===== src/rtl/smvm_stream_tx.sv =====
// Host-side transmitter for the SMVM engine serial input protocol.
// Loads a vector and a dense matrix, compresses nonzeros with row-start flags, then replays one gapless stream.
module smvm_stream_tx #(
   parameter int MAX_COLS = 128,
   parameter int MAX_NNZ  = 64,
   parameter int K        = 4,
   parameter int TAIL_GAP = 8
) (
   input  logic       clk,
   input  logic       rst,
   input  logic       cfg_valid,
   input  logic [7:0] cfg_rows,
   input  logic [7:0] cfg_cols,
   output logic       cfg_ready,
   input  logic       s_valid,
   input  logic [7:0] s_data,
   output logic       s_ready,
   output logic [7:0] val_out,
   output logic [2:0] col_out,
   output logic       ipv_out,
   output logic       out_valid,
   output logic       busy,
   output logic       overflow,
   output logic [7:0] nnz_count
);

   localparam int VAW = (MAX_COLS > 1) ? $clog2(MAX_COLS) : 1;
   localparam int EAW = (MAX_NNZ > 1) ? $clog2(MAX_NNZ) : 1;
   localparam int GW  = $clog2(TAIL_GAP + 1);
   localparam logic [8:0]    MAX_COLS_W = 9'(MAX_COLS);
   localparam logic [7:0]    MAX_NNZ_W  = 8'(MAX_NNZ);
   localparam logic [7:0]    K_W        = 8'(K);
   localparam logic [GW-1:0] GAP_LAST   = GW'(TAIL_GAP - 1);

   typedef enum logic [3:0] {
      S_IDLE, S_LD_VEC, S_LD_MAT, S_PAD,
      S_TX_ROWS, S_TX_COLS, S_TX_VEC, S_TX_VAL, S_TX_IDX, S_DONE
   } state_t;

   typedef struct packed {
      logic [7:0] val;
      logic [7:0] col;
      logic       ipv;
   } entry_t;

   state_t        state_q, state_d;
   logic [7:0]    rows_q, rows_d, cols_q, cols_d;
   logic [7:0]    ccnt_q, ccnt_d, rcnt_q, rcnt_d;
   logic [7:0]    wr_ptr_q, wr_ptr_d, rd_ptr_q, rd_ptr_d;
   logic [GW-1:0] gap_q, gap_d;
   logic          row_nz_q, row_nz_d;

   logic          vec_we, ent_we, app, load_done, ov_set, ov_clr;
   entry_t        app_e, rd_e;
   logic [11:0]   word_d;
   logic          valid_d;

   logic [7:0]    vec [MAX_COLS];
   entry_t        ent [MAX_NNZ];

   wire cfg_hs   = cfg_valid & cfg_ready;
   wire s_hs     = s_valid & s_ready;
   wire last_col = (ccnt_q == cols_q - 8'd1);

   always_comb begin
      // NOTE: every variable gets a default before the case, otherwise missing branches infer latches.
      state_d   = state_q;
      rows_d    = rows_q;
      cols_d    = cols_q;
      ccnt_d    = ccnt_q;
      rcnt_d    = rcnt_q;
      row_nz_d  = row_nz_q;
      wr_ptr_d  = wr_ptr_q;
      rd_ptr_d  = rd_ptr_q;
      gap_d     = gap_q;
      vec_we    = 1'b0;
      ent_we    = 1'b0;
      app       = 1'b0;
      app_e     = '0;
      load_done = 1'b0;
      ov_set    = 1'b0;
      ov_clr    = 1'b0;

      case (state_q)
         S_IDLE: begin
            if (cfg_hs && cfg_rows != 8'd0 && cfg_cols != 8'd0 && {1'b0, cfg_cols} <= MAX_COLS_W) begin
               rows_d   = cfg_rows;
               cols_d   = cfg_cols;
               ccnt_d   = '0;
               rcnt_d   = '0;
               row_nz_d = 1'b0;
               wr_ptr_d = '0;
               rd_ptr_d = '0;
               ov_clr   = 1'b1;
               state_d  = S_LD_VEC;
            end
         end
         S_LD_VEC: begin
            if (s_hs) begin
               vec_we = 1'b1;
               if (last_col) begin
                  ccnt_d  = '0;
                  state_d = S_LD_MAT;
               end else begin
                  ccnt_d = ccnt_q + 8'd1;
               end
            end
         end
         S_LD_MAT: begin
            if (s_hs) begin
               if (s_data != 8'd0) begin
                  app      = 1'b1;
                  app_e    = '{val: s_data, col: ccnt_q, ipv: ~row_nz_q};
                  row_nz_d = 1'b1;
               end else if (last_col && !row_nz_q) begin
                  // An all-zero row still needs one row-start marker for the engine.
                  app   = 1'b1;
                  app_e = '{val: 8'd0, col: 8'd0, ipv: 1'b1};
               end
               if (last_col) begin
                  ccnt_d    = '0;
                  row_nz_d  = 1'b0;
                  rcnt_d    = rcnt_q + 8'd1;
                  load_done = (rcnt_q == rows_q - 8'd1);
               end else begin
                  ccnt_d = ccnt_q + 8'd1;
               end
            end
         end
         S_PAD:     app = 1'b1;
         S_TX_ROWS: state_d = S_TX_COLS;
         S_TX_COLS: begin
            ccnt_d  = '0;
            state_d = S_TX_VEC;
         end
         S_TX_VEC: begin
            if (last_col) begin
               rd_ptr_d = '0;
               state_d  = S_TX_VAL;
            end else begin
               ccnt_d = ccnt_q + 8'd1;
            end
         end
         S_TX_VAL: state_d = S_TX_IDX;
         S_TX_IDX: begin
            if (rd_ptr_q == wr_ptr_q - 8'd1) begin
               gap_d   = '0;
               state_d = S_DONE;
            end else begin
               rd_ptr_d = rd_ptr_q + 8'd1;
               state_d  = S_TX_VAL;
            end
         end
         S_DONE: begin
            if (gap_q == GAP_LAST) state_d = S_IDLE;
            else                   gap_d   = gap_q + 1'b1;
         end
         default: state_d = S_IDLE;
      endcase

      if (app) begin
         if (wr_ptr_q < MAX_NNZ_W) begin
            ent_we   = 1'b1;
            wr_ptr_d = wr_ptr_q + 8'd1;
         end else begin
            ov_set = 1'b1;
         end
      end

      // A full buffer is already a multiple of K, so padding stops there too.
      if (load_done || state_q == S_PAD)
         state_d = ((wr_ptr_d % K_W) != 8'd0) ? S_PAD : S_TX_ROWS;
   end

   // Next stream word, registered below so every output comes from a flop.
   always_comb begin
      word_d  = '0;
      valid_d = 1'b0;
      rd_e    = ent[rd_ptr_d[EAW-1:0]];
      case (state_d)
         S_TX_ROWS: begin valid_d = 1'b1; word_d = {4'b0, rows_q};                  end
         S_TX_COLS: begin valid_d = 1'b1; word_d = {4'b0, cols_q};                  end
         S_TX_VEC:  begin valid_d = 1'b1; word_d = {vec[ccnt_d[VAW-1:0]], 4'b0};    end
         S_TX_VAL:  begin valid_d = 1'b1; word_d = {rd_e.val, rd_e.ipv, 3'b000};    end
         S_TX_IDX:  begin valid_d = 1'b1; word_d = {4'b0, rd_e.col};                end
         default: ;
      endcase
   end

   always_ff @(posedge clk) begin
      if (rst) begin
         state_q   <= S_IDLE;
         rows_q    <= '0;
         cols_q    <= '0;
         ccnt_q    <= '0;
         rcnt_q    <= '0;
         row_nz_q  <= 1'b0;
         wr_ptr_q  <= '0;
         rd_ptr_q  <= '0;
         gap_q     <= '0;
         cfg_ready <= 1'b0;
         s_ready   <= 1'b0;
         busy      <= 1'b0;
         out_valid <= 1'b0;
         val_out   <= '0;
         ipv_out   <= 1'b0;
         col_out   <= '0;
         overflow  <= 1'b0;
         nnz_count <= '0;
      end else begin
         // NOTE: state registers use non-blocking assignments so all flops update from pre-edge values.
         state_q   <= state_d;
         rows_q    <= rows_d;
         cols_q    <= cols_d;
         ccnt_q    <= ccnt_d;
         rcnt_q    <= rcnt_d;
         row_nz_q  <= row_nz_d;
         wr_ptr_q  <= wr_ptr_d;
         rd_ptr_q  <= rd_ptr_d;
         gap_q     <= gap_d;
         cfg_ready <= (state_d == S_IDLE);
         s_ready   <= (state_d == S_LD_VEC) || (state_d == S_LD_MAT);
         busy      <= (state_d != S_IDLE);
         out_valid <= valid_d;
         val_out   <= word_d[11:4];
         ipv_out   <= word_d[3];
         col_out   <= word_d[2:0];
         overflow  <= (overflow & ~ov_clr) | ov_set;
         nnz_count <= wr_ptr_d;
      end
   end

   // NOTE: buffers are not reset; wr_ptr bounds what is valid, so a reset empties them logically.
   always_ff @(posedge clk) begin
      if (vec_we) vec[ccnt_q[VAW-1:0]]   <= s_data;
      if (ent_we) ent[wr_ptr_q[EAW-1:0]] <= app_e;
   end

endmodule


===== config.mk =====
export PLATFORM = sky130hd
export DESIGN_NAME = smvm_stream_tx
export DESIGN_NICKNAME = d
export VERILOG_FILES = /design/src/rtl/smvm_stream_tx.sv
export SDC_FILE = /design/constraint.sdc
export NUM_CORES = 2
export LEC_CHECK = 0
export CORE_ASPECT_RATIO = 2
export CORE_MARGIN = 5
export CORE_UTILIZATION = 55
export CTS_CLUSTER_DIAMETER = 200
export CTS_CLUSTER_SIZE = 25
export DETAILED_ROUTE_END_ITERATION = 12
export PLACE_DENSITY = 0.71
export RECOVER_POWER = 50
export SLEW_MARGIN = 20
export SYNTH_ARGS = -nofsm -noshare
export SYNTH_HDL_FRONTEND = slang
export SYNTH_SLANG_ARGS = --single-unit

===== constraint.sdc =====
create_clock -name clk -period 13.6 [get_ports clk]
set_input_delay 3.4 -clock clk [delete_from_list [all_inputs] [get_ports clk]]
set_output_delay 3.4 -clock clk [all_outputs]
set_load 0.005 [all_outputs]

# Yosys cells after proc, flatten, opt, wreduce, memory -nomap -nowiden
# Memory sizes are Yosys's and may differ from the RTL's.
# Cells that the tools add are included.
[word_totals]
regBits = 74
ram_bits = 2112
inputBits = 28
out_inout_bits = 25
elab_cells = 153
memories = 2
[classes]
n_addsub = 8
magnitude_cmp = 2
eq_ne = 30
mux = 59
bitwise = 6
reduce_logical = 27
[mem_list]
columns = ["name", "depth", "width", "read_ports", "rd_ports_with_merged_regs", "write_ports", "line", "text"]
rows = [
  ["ent", 64, 17, 1, 0, 1, "59", "entry_t ent [MAX_NNZ];"],
  ["vec", 128, 8, 1, 0, 1, "58", "logic [7:0] vec [MAX_COLS];"],
]
[ops]
columns = ["op", "n"]
rows = [
  ["$mux 8", 14],
  ["$pmux 12 s5", 1],
  ["$mux 17", 3],
  ["$eq 4x3->1 const B", 9],
  ["$mux 4", 9],
  ["$pmux 4 s9", 1],
  ["$add 8x1->8 const B", 4],
  ["$pmux 8 s4", 1],
  ["$reduce_bool 8->1", 4],
  ["$eq 8x8->1", 3],
  ["$mux 1", 24],
  ["$pmux 8 s3", 1],
  ["$sub 8x1->8 const B", 3],
  ["$ne 2x2->1 const B", 8],
  ["$pmux 8 s2", 1],
  ["$reduce_and 4->1", 4],
  ["$eq 4x2->1 const B", 3],
  ["$eq 4x4->1 const B", 3],
  ["$eq 4x1->1 const B", 2],
  ["$le 8x8->1 const B", 1],
  ["$logic_not 4->1", 2],
  ["$lt 8x7->1 const B", 1],
  ["$pmux 4 s2", 1],
  ["$reduce_bool 4->1", 2],
  ["other kinds (17)", 27],
]

# Depth between registers and ports, before layout
[logic_depth]
word_depth = 14
depth_mapped = 28
depth_no_buf = 21

# Least setup slack after synthesis
# Ideal clock, no wire load.
[synth_path]
path_type = "input-to-reg"
startpoint = "input port s_valid"
endpoint = "memory ent[61][0] in the netlist's numbering (enable)"
setup_time_ns = 0.391
arrival_time_ns = 8.271
required_time_ns = 13.209
setup_slack_ns = 4.939
cell_stages = 8
n_path_buf = 1
path_cell_list = "nand2_1 -> or4_1 -> nor3_1 -> nand2b_1 -> and2_1 -> clkbuf_1 -> nand4_1 -> nor2_1"
[synth_between]
elab_chain_len = 6
[synth_lines]
columns = ["element", "line", "text"]
rows = [
  ["start, declared", "15", "input logic s_valid,"],
  ["$and 1x1->1", "62", "wire s_hs = s_valid & s_ready;"],
  ["$mux 1", "110", "if (s_hs) begin"],
  ["$pmux 1 s2", "84", "case (state_q)"],
  ["$mux 1", "161", "if (app) begin"],
  ["$mux 1", "236", "if (ent_we) ent[wr_ptr_q[EAW-1:0]] <= app_e;"],
  ["$mux 1 (implied by the code)", "236", ""],
  ["end, declared", "59", ""],
]
# Every way passes these cells.

# Final worst setup path
[layout_path]
startpoint = "input port cfg_cols[3]"
endpoint = "register val_out[0]"
[layout_between]
elab_chain_len = 12
word_cells_on_any_way = 25
classes_between = "1 x order compare; 5 x eq/ne; 13 x mux; 4 x reduce/logical; 2 x memory"
[layout_lines]
columns = ["element", "line", "text"]
rows = [
  ["start, declared", "13", "input logic [7:0] cfg_cols,"],
  ["parallel branches: the longest is 2 deep, another holds $le 8x8->1", "--", ""],
  ["$logic_and 1x1->1 *", "86", "if (cfg_hs && cfg_rows != 8'd0 && cfg_cols != 8'd0 && {1'b0, cfg_cols} <= MAX_COLS_W) begin"],
  ["parallel branches: the longest is 8 deep, another holds $mem_v2 128x8", "--", ""],
  ["$pmux 12 s5 *", "180", "case (state_d)"],
  ["end signal, assigned", "225", "val_out <= word_d[11:4];"],
  ["end, declared", "18", "output logic [7:0] val_out,"],
]
# Mark *: on every way between the ends. The select of a mux whose other input is x is not followed.
# A chain may end at the register's enable or synchronous reset.

==> summary.md <==
| Metric | Value |
|---|---|
| Status | finished, violations left |
| Failing checks | capacitance limit, slew limit |
| Fin. Hold Viols | 0 |
| Routed Antenna Nets | 0 |
| Worst slew margin | -329% |
| Via count | 59,652 |
| Num ports | 53 |
| Initial Util | 55.2% |
| DRT iter0 DRCs | 7,398 |
| DR WL/cell | 30.5 um |
| Setup repair bufs after CTS | 0 |
| Cell area after synthesis | 89,600 sq um |
| Max-cap violations | 38 |
| Row count | 209 |
| Fin crit share | 81.9% |
| Post-synth EDFFs | 2,112 |
| Clock share of power | 31.2% |
| Clk sink count | 2,186 |
| Clk_lat worst skew | 0.77 ns |
| Drt first pass iters | 9 |
| Resized cells post-CTS | 0 |
| Largest net degree at the start of global routing | 187 |
| Psw | 2.13 mW |
| Critical path's slowest cell | and2_0 |
| Die Wd | 295 um |
| Post-DP HPWL | 178,000 um |
| TritonCTS Buffers | 97 |
| Ranking of synthesized cells by area | edfxtp_1 (71%), nand2_1 (8.4%), nand3_1 (5.7%) |
| Pwr per Cell Area | 114 nW/um^2 |
| Core ar. | 162,000 sq um |
| Setup ws final | 2.46 ns |
| Worst-Margin Slew | 6.44 ns |
| Syn_nets | 7,231 |
| Switching share of power | 19.6% |
| Most common cell in the netlist | edfxtp_1 |
| Worst Path Arrival | 11.81 ns |
| Final core occ | 58.5% |
| Sequential share of the synthesized area | 72.5% |
| Share of power burned in registers | 67.6% |
| Clk root buf | clkbuf_16 |
| Setup WS pre-CTS | 4.10 ns |
| CP endpoint kind | flop |
| Global-route wire length before repair | 400,000 um |
| Fill cell count | 12,914 |
| Grt ovf | 0 |
| Multi-input gate area | 22,500 sq um |
| WS Path Type | in -> reg |
| Yosys top cell by area | edfxtp_1 |
| Proportion of power drawn by combinational gates | 1.2% |
| CTS Buffer Depth | 3 |
| Share of cells above drive strength 1 | 4.74% |
| Top-area cell type share of the netlist area | 70.8% |
| # port buffers | 52 |
| Hold Buf Count CTS | 0 |
| Final worst hold slack | 0.468 ns |
| Die Ht | 581 um |
| Worst-path maximum fanout | 40 |
| Crit path required time | 14.27 ns |
| Syn avg cell area | 12.4 sq um |
| Fmax | 0.0897 GHz |
| Min Tclk post-route | 11.14 ns |
| Flops & latches, synth | 2,186 |
| Clk pin slew, worst setup/hold paths | 0.10 ns |
| Via/cell ratio | 6.46 |
| Crit path top cell by count | a21oi_1 |
| Setup TNS | 0 ns |
| Skew final | 0.0488 ns |
| Most frequent cells after synthesis | edfxtp_1 (2,112), nand2_1 (1,996), nand3_1 (1,024) |
| DIE AREA | 171,000 sq um |
| Final WL | 282,000 um |
| Cell Chain, Critical Path | clkdlybuf4s50_1, nor4_2, a21boi_1, or3_4, a21oi_1, o32a_1, and2_0, nand2_1, a21oi_1, a311oi_1, a21oi_1, nand4_1, o31a_1 |
| CTS tree | done |
| Int Power | 8.72 mW |
| Synth Instances | 7,194 |
| RSZ-0062 raised after global routing | no |
| Number of remaining DRC errors | 0 |
| Max incr delay on CP | 2.73 ns |
| # setup viols final | 0 |
| Synth cell types | 95 |
| Nets | 7,098 |
| H-tree level count | 3 |
| Antenna violations before repair | 13 |
| Crit start category | primary input |
| Register area | 64,900 sq um |
| Number of synthesis warnings | 0 |
| Worst min-delay path class | reg -> reg |
| Leakage | 32.1 nW |
| Maximum VDD drop | 0.132 mV |
| Vias in the first global route | 57,620 |
| GP Congestion | 0.974 |
| Share of flip-flops with an asynchronous set or reset | 0% |
| Gr usage total | 32.2% |
| Synth Flop Type | edfxtp_1 |
| Max-slew violation count | 2,029 |
| Area Growth Syn to Fin | 5.86% |
area by class of cell:
cell class                 instances  area share, %
inverter                          19         0.0752
antenna                            7         0.0185
sequential                      2186           68.5
timing repair buffer             236           2.03
clock buffer                     148           2.81
clock inverter                     6         0.0911
multi-input combinational       4521           23.7
tap                             2110           2.78
path summary, 6_finish.rpt:
kind	startpoint	to	slack, ns	cells after the start
worst max-delay path	cfg_cols[3]	val_out[0]	2.46	13
worst min-delay path	overflow	overflow	0.47	2
worst max register to register	ccnt_q[2]	val_out[6]	4.51	21
worst min register to register	overflow	overflow	0.47	2
power groups by stage:
| stage | clock network, mW | registers (mW) | logic, mW |
|---|---|---|---|
| finish | 3.39 | 7.33 | 0.130 |
| global route | 3.65 | 7.33 | 0.137 |
| CTS | 3.41 | 7.32 | 0.133 |
| detailed placement | 0 | 7.47 | 0.132 |
| floorplan | 0 | 7.47 | 0.0455 |
| global placement | 0 | 7.47 | 0.129 |
cell families (layout without fill, tap and decap cells):
logic type	after synthesis	after routing	synth area share, %
mux	131	131	1.64
other cells	0	7	0
compound gates	726	726	5.28
simple gates	3612	3612	17.5
fa+ha+maj	9	9	0.126
flops	2186	2186	72.5
buf+inv	487	409	2.60
xor+xnor	43	43	0.429
layout by cell type, fill, tap and decap left out, types with 24 or more instances in the layout:
| cell | netlist | final |
|---|---|---|
| mux2i_1 | 114 | 114 |
| a311oi_1 | 55 | 51 |
| nand4_1 | 44 | 44 |
| clkbuf_16 | 0 | 99 |
| and3_1 | 63 | 58 |
| clkbuf_1 | 114 | 91 |
| nor2_1 | 308 | 307 |
| a21oi_1 | 274 | 274 |
| nand2_1 | 1996 | 1994 |
| dfxtp_1 | 74 | 74 |
| edfxtp_1 | 2112 | 2112 |
| nand3_1 | 1024 | 1023 |
| dlygate4sd3_1 | 0 | 24 |
| o211ai_1 | 35 | 35 |
| buf_4 | 30 | 132 |
| nor3_1 | 45 | 43 |
| o21ai_0 | 105 | 102 |
| a22oi_1 | 28 | 28 |
| a31oi_1 | 48 | 47 |
state kept, by name (all words and copies together) (netlist names), 4 cells and up:
signal and cells:
ent 1088, vec 1024, ccnt_q 8, cols_q 8, rcnt_q 8, rd_ptr_q 8, rows_q 8, val_out 8
wr_ptr_q 8, gap_q 4, state_q 4
critical path: cells and delay by family:
family	cells	cell delay [ns]
AO/OA/AOI/OAI	7	2.85
buffers and inverters	1	0.45
AND/OR/NAND/NOR	5	5.08
metrics by stage:
step / std cells / area, sq um / power, mW
2_1_floorplan: 7194 / 89600 / 7.51
3_3_place_gp: 9070 / 92200 / 7.60
3_5_place_dp: 9070 / 92200 / 7.60
4_1_cts: 9224 / 95000 / 10.9
5_1_grt: 9228 / 94800 / 11.1
6_report: 9233 / 94800 / 10.8
routing by layer:
metal / GRT usage, % / vias up / share of wire (%)
li1: - / 25818 / -
met5: 0 / - / 0.0039
met2: 52.8 / 3369 / 49
met3: 4.74 / 967 / 8.0
met1: 35.5 / 29496 / 31
met4: 30.3 / 2 / 12
Note: power is estimated with default switching activity, not from simulation.
